==> config.mk <==
export PLATFORM = sky130hd
export DESIGN_NAME = adder_pipe
export DESIGN_NICKNAME = d
export VERILOG_FILES = /design/src/rtl/adder_pkg.sv /design/src/rtl/adder_pipe_stage.sv /design/src/rtl/adder_pipe.sv
export SDC_FILE = /design/constraint.sdc
export NUM_CORES = 1
export LEC_CHECK = 0
export CORE_MARGIN = 8
export CORE_UTILIZATION = 60
export CTS_CLUSTER_DIAMETER = 30
export DETAILED_ROUTE_END_ITERATION = 12
export PLACE_DENSITY_LB_ADDON = 0.15
export SLEW_MARGIN = 20
export SYNTH_ARGS = -nofsm -noshare
export SYNTH_HDL_FRONTEND = slang
export SYNTH_HIERARCHICAL = 1
export SYNTH_SLANG_ARGS = --single-unit
==> constraint.sdc <==
create_clock -name i_clk -period 2.2 [get_ports i_clk]
set_clock_uncertainty 0.15 [all_clocks]
set_input_delay 0.22 -clock i_clk [delete_from_list [all_inputs] [get_ports i_clk]]
set_output_delay 0.22 -clock i_clk [all_outputs]
set_load 0.03 [all_outputs]
==> src/rtl/adder_pkg.sv <==
// Shared types for the pipelined add/subtract unit: operation encoding and
// the payload word carried by every pipeline stage.
package adder_pkg;

   typedef enum logic {
      OP_ADD = 1'b0,
      OP_SUB = 1'b1
   } op_t;

   // Widest operand the payload can carry; the top only uses bits [W:0].
   localparam int unsigned C_MAX_W = 64;

   typedef struct packed {
      logic [C_MAX_W:0] c;
      logic             ovf;
   } payload_t;

endpackage

==> src/rtl/adder_pipe_stage.sv <==
// One pipeline slot: a valid flag plus payload, updated only when its load
// enable is high. A load with no incoming beat empties the slot.
module adder_pipe_stage
   import adder_pkg::*;
(
   input  logic     i_clk,
   input  logic     i_rst,
   input  logic     i_load,
   input  logic     i_valid,
   input  payload_t i_data,
   output logic     o_valid,
   output payload_t o_data
);

   logic     valid_q;
   payload_t data_q;

   // Payload is only rewritten for real beats, so bubbles do not toggle it.
   always_ff @(posedge i_clk or posedge i_rst) begin
      if (i_rst) begin
         valid_q <= 1'b0;
         data_q  <= '0;
      end else if (i_load) begin
         valid_q <= i_valid;
         if (i_valid) begin
            data_q <= i_data;
         end
      end
   end

   assign o_valid = valid_q;
   assign o_data  = data_q;

endmodule

==> src/rtl/adder_pipe.sv <==
// Pipelined W-bit add/subtract with valid/ready flow control and overflow flag.
// Define ADDER_PIPE_SAT_EN to clamp the result to the W-bit range of the mode.
module adder_pipe
   import adder_pkg::*;
#(
   parameter int G_DATA_WIDTH  = 8,
   parameter int G_PIPE_STAGES = 2
) (
   input  logic                  i_clk,
   input  logic                  i_rst,
   input  logic                  i_valid,
   output logic                  o_ready,
   input  logic [G_DATA_WIDTH-1:0] i_A,
   input  logic [G_DATA_WIDTH-1:0] i_B,
   input  logic                  i_op,
   input  logic                  i_cin,
   input  logic                  i_signed,
   output logic                  o_valid,
   input  logic                  i_ready,
   output logic [G_DATA_WIDTH:0] o_C,
   output logic                  o_ovf
);

   localparam int W = G_DATA_WIDTH;
   localparam int N = G_PIPE_STAGES;

   op_t        op;
   logic [W:0] a_ext;
   logic [W:0] b_ext;
   logic [W:0] cin_ext;
   logic [W:0] sum;
   logic [W:0] res;
   logic       ovf;

   always_comb begin
      op      = op_t'(i_op);
      a_ext   = i_signed ? {i_A[W-1], i_A} : {1'b0, i_A};
      b_ext   = i_signed ? {i_B[W-1], i_B} : {1'b0, i_B};
      cin_ext = {{W{1'b0}}, i_cin};
      if (op == OP_SUB) begin
         sum = a_ext - b_ext - cin_ext;
      end else begin
         sum = a_ext + b_ext + cin_ext;
      end
      // Unsigned: bit W is carry-out or borrow. Signed: the top two bits disagree.
      ovf = i_signed ? (sum[W] ^ sum[W-1]) : sum[W];
   end

`ifdef ADDER_PIPE_SAT_EN
   always_comb begin
      res = sum;
      if (ovf) begin
         if (i_signed) begin
            res = sum[W] ? {2'b11, {(W-1){1'b0}}} : {2'b00, {(W-1){1'b1}}};
         end else if (op == OP_SUB) begin
            res = '0;
         end else begin
            res = {1'b0, {W{1'b1}}};
         end
      end
   end
`else
   assign res = sum;
`endif

   payload_t     stage_in;
   logic [N-1:0] load;
   logic [N-1:0] valid;
   payload_t     data [N];

   always_comb begin
      stage_in        = '0;
      stage_in.c[W:0] = res;
      stage_in.ovf    = ovf;
   end

   // Enable chain: a stage may load if it is empty or its successor loads.
   always_comb begin
      load      = '0;
      load[N-1] = !valid[N-1] || i_ready;
      for (int k = N - 2; k >= 0; k--) begin
         load[k] = !valid[k] || load[k+1];
      end
   end

   genvar gi;
   generate
      for (gi = 0; gi < N; gi++) begin : g_stage
         logic     stage_vin;
         payload_t stage_din;

         if (gi == 0) begin : g_first
            assign stage_vin = i_valid;
            assign stage_din = stage_in;
         end else begin : g_rest
            assign stage_vin = valid[gi-1];
            assign stage_din = data[gi-1];
         end

         adder_pipe_stage u_stage (
            .i_clk   (i_clk),
            .i_rst   (i_rst),
            .i_load  (load[gi]),
            .i_valid (stage_vin),
            .i_data  (stage_din),
            .o_valid (valid[gi]),
            .o_data  (data[gi])
         );
      end
   endgenerate

   logic unused_hi_bits;
   assign unused_hi_bits = ^data[N-1].c[C_MAX_W:W+1];

   assign o_ready = load[0] && !i_rst;
   assign o_valid = valid[N-1];
   assign o_C     = data[N-1].c[W:0];
   assign o_ovf   = data[N-1].ovf;

endmodule

==> flow_summary.json, run 1 <==
{
  "fp.dieW_um": 73.18,
  "placementRows": 20,
  "die_height_um": 73.18,
  "globalroute.repair_timing.worst_endpoint": "g_stage[0].u_stage/o_data[7]$_DFFE_PP0P_/D",
  "io-pin-count": 35,
  "syn-mean-instance-area_um2": 9.908,
  "total_nets_after_synthesis": 246,
  "place.gp.congestion": 0.7985,
  "post_synth_inst_count": 198,
  "timing.worst_endpoint.kind": "register data pin",
  "place_hpwl_um": 4279,
  "placedCellCount": 309,
  "ctsLongestPathBuffers": 2,
  "tool.error": "[ERROR DPL-0038] Utilization greater than 100%, impossible to legalize",
  "grt_max_degree": 12,
  "run_status": "stopped before the end",
  "lastStage": "global routing (5_1_grt)",
  "h-tree-depth": 1,
  "floorplan.initialDensity": 0.6374,
  "io_buffers": 34,
  "yosys_warnings": 6,
  "clock-root-buffer": "clkbuf_4",
  "cts_buffers": 3,
  "syn_area_mm2": 0.001962
}
-- repair_timing --
item / in CTS
gates resized for setup: 59
hold buffers: 0
endpoints found under the setup margin: 8
pin swaps: 19
buffers inserted: 4
endpoints found under the hold margin: 0
-- through the flow --
step | instance area (um^2) | setup TNS [ps] | setup slack, ps | util
floorplan | 2113 | -173.8 | -99.43 | -
detailed placement | 2755 | -5726 | -841.3 | 0.8951
global placement | 2755 | -4696 | -702.3 | 0.8951
CTS | 2945 | -616.2 | -169.1 | 0.9569
==> run 2: changes to the inputs <==
--- a/config.mk
+++ b/config.mk
@@ -6,8 +6,7 @@
 export NUM_CORES = 1
 export LEC_CHECK = 0
 export CORE_MARGIN = 8
-export CORE_UTILIZATION = 60
-export CTS_CLUSTER_DIAMETER = 30
+export CORE_UTILIZATION = 40
 export DETAILED_ROUTE_END_ITERATION = 12
 export PLACE_DENSITY_LB_ADDON = 0.15
 export SLEW_MARGIN = 20
==> flow_summary.json, run 2 <==
{
  "maxSlewHeadroom": 0.7064,
  "critical-path-slowest-cell": "fa_2",
  "critPathMaxFanout": 2,
  "clkTransAtPathRegs_ps": 70,
  "grt_util_all_layers": 0.1205,
  "failed_checks": "negative setup slack",
  "syn-mean-instance-area_um2": 9.908,
  "io_buffers": 34,
  "place_hpwl_um": 3475,
  "floorplan.initialDensity": 0.4154,
  "timing.rr.start": "g_stage[1].u_stage/o_valid$_DFFE_PP0P_",
  "worst-path-buf-inv": 2,
  "final_layout_size_suffix_gt1_frac": 0.4911,
  "total_nets_after_synthesis": 246,
  "timing.critical_path.cells": "buf_6 > clkinvlp_4 > fa_2 > fa_2 > a21boi_4 > o22ai_2 > o21ai_1 > xnor2_1 > xor2_1 > mux2i_1 > mux2_4",
  "clk_latency_ps": 250,
  "rrSetupSlack_ps": 730,
  "io-pin-count": 35,
  "endpoint": "g_stage[0].u_stage/o_data[0]$_DFFE_PP0P_",
  "grt_max_degree": 13,
  "worst_r2r_path_depth": 3,
  "postRouteAntennaNets": 0,
  "setup_viol": 5,
  "crit_path_start": "i_A[0]",
  "final_common_cell": "buf_4",
  "cts_buffers": 3,
  "post_synth_inst_count": 198,
  "hold_path_class": "in2async",
  "fp.dieW_um": 86.04,
  "numClockSinks": 22,
  "run_status": "finished with violations",
  "setup-tns-final_ps": -392.7,
  "worst_path_dominant_cell_family": "adder cells",
  "drt_pre_antenna_iters": 2,
  "drt-initial-drc-count": 14,
  "layout.nets": 330,
  "timing.fmax_mhz": 422.8,
  "clock-root-buffer": "clkbuf_8",
  "startpoint_type": "primary input",
  "syn_area_mm2": 0.001962,
  "cts_tree": "built",
  "detailedPlace.worstSlack_ps": -797.2,
  "h-tree-depth": 1,
  "layout_common_cells": "buf_4, dfrtp_1, clkdlybuf4s50_1",
  "routed_wirelength_um": 4197,
  "worstMarginPinSlew_ps": 439.3,
  "holdBufCountCts": 0,
  "crit_path_frequent_cell": "fa_2",
  "slew_violations": 0,
  "die_height_um": 86.04,
  "core-area_mm2": 0.004723,
  "maxCapViolations": 0,
  "hold_ws_ps": 153.7,
  "grt_pass1_vias": 1736,
  "drt-wirelength-per-cell_um": 12.06,
  "place.gp.congestion": 0.8122,
  "grt_first_pass_wirelength_um": 7383,
  "yosys_warnings": 6,
  "grt.overflow.total": 0,
  "power_density_mw_per_mm2": 699.2,
  "largest_register_ffs": 20,
  "placementRows": 25,
  "hold_viol": 0,
  "area_delta_synth_final_pct": 57.46,
  "crit_path_max_incr_delay_ps": 410,
  "critPathCaptureType": "flip-flop",
  "n_antenna_cell": 0,
  "period_needed_ps": 2365,
  "leakagePower_nw": 1.392,
  "die_area_mm2": 0.007402,
  "path_class": "in2reg",
  "finish.utilization": 0.6540,
  "viasPerCell": 4.629,
  "initial_antenna_violation_count": 0,
  "route.detailed.drc": 0,
  "detailroute.via_count": 1611,
  "total_power_mw": 2.160,
  "worstSetupPathDepth": 11,
  "grt_setup_unrepaired": "true",
  "timing.rr.end": "g_stage[1].u_stage/o_data[0]$_DFFE_PP0P_",
  "worst_ir_drop_vdd_mv": 0.3714,
  "worst_ep_required_time_ps": 2190,
  "min_period_over_period": 1.075,
  "worst_ep_arrival_time_ps": 2360,
  "ctsLongestPathBuffers": 2,
  "finalWorstSetupSlack_ps": -165.2
}
run 2: timing repair:
| action | 4_1_cts | 5_1_grt |
|---|---|---|
| pin swaps | 20 | 2 |
| setup buffers | 6 | 0 |
| resized for setup | 61 | 10 |
| setup endpoints to repair | 8 | 6 |
| endpoints found under the hold margin | 0 | 0 |
run 2: through the flow:
step	cell area [um^2]	cells
after floorplan	2113	198
after global placement	2829	338
after detailed placement	2829	338
after CTS	3047	348
after global routing	3089	348
final	3089	348
run 2: layout make-up:
class                      instances  area (um^2)
clock buffer                       4        55.05
multi-input combinational        137         1529
sequential                        22        550.5
tap                               67        83.83
fill                             391         1634
inverter                          30        121.4
timing repair buffer              88        749.5
run 2: worst min-delay path by stage:
stage / from / endpoint / cells after the start
4_1_cts: i_rst / g_stage[0].u_stage/o_valid$_DFFE_PP0P_ / 2
5_1_grt: i_rst / g_stage[0].u_stage/o_data[4]$_DFFE_PP0P_ / 2
2_1_floorplan: i_rst / g_stage[0].u_stage/o_data[0]$_DFFE_PP0P_ / 1
6_report: i_rst / g_stage[0].u_stage/o_valid$_DFFE_PP0P_ / 2
3_3_place_gp: g_stage[1].u_stage/o_data[5]$_DFFE_PP0P_ / g_stage[1].u_stage/o_data[5]$_DFFE_PP0P_ / 1
3_5_place_dp: g_stage[1].u_stage/o_data[3]$_DFFE_PP0P_ / g_stage[1].u_stage/o_data[3]$_DFFE_PP0P_ / 1
run 2: power by group:
group / switching [mW] / leakage (nW) / internal, mW
combinational: 0.577 / 1.11 / 0.667
sequential: 0.0790 / 0.256 / 0.562
clock: 0.115 / 0.0288 / 0.159
run 2: routing by layer:
layer	global-route usage	vias up	routed length, um
met5	0	-	0
met2	0.2155	25	2157
li1	-	830	-
met3	0.008596	4	112
met1	0.1407	752	1858
met4	0.05892	0	70
Power figures use the tool's default switching activity.
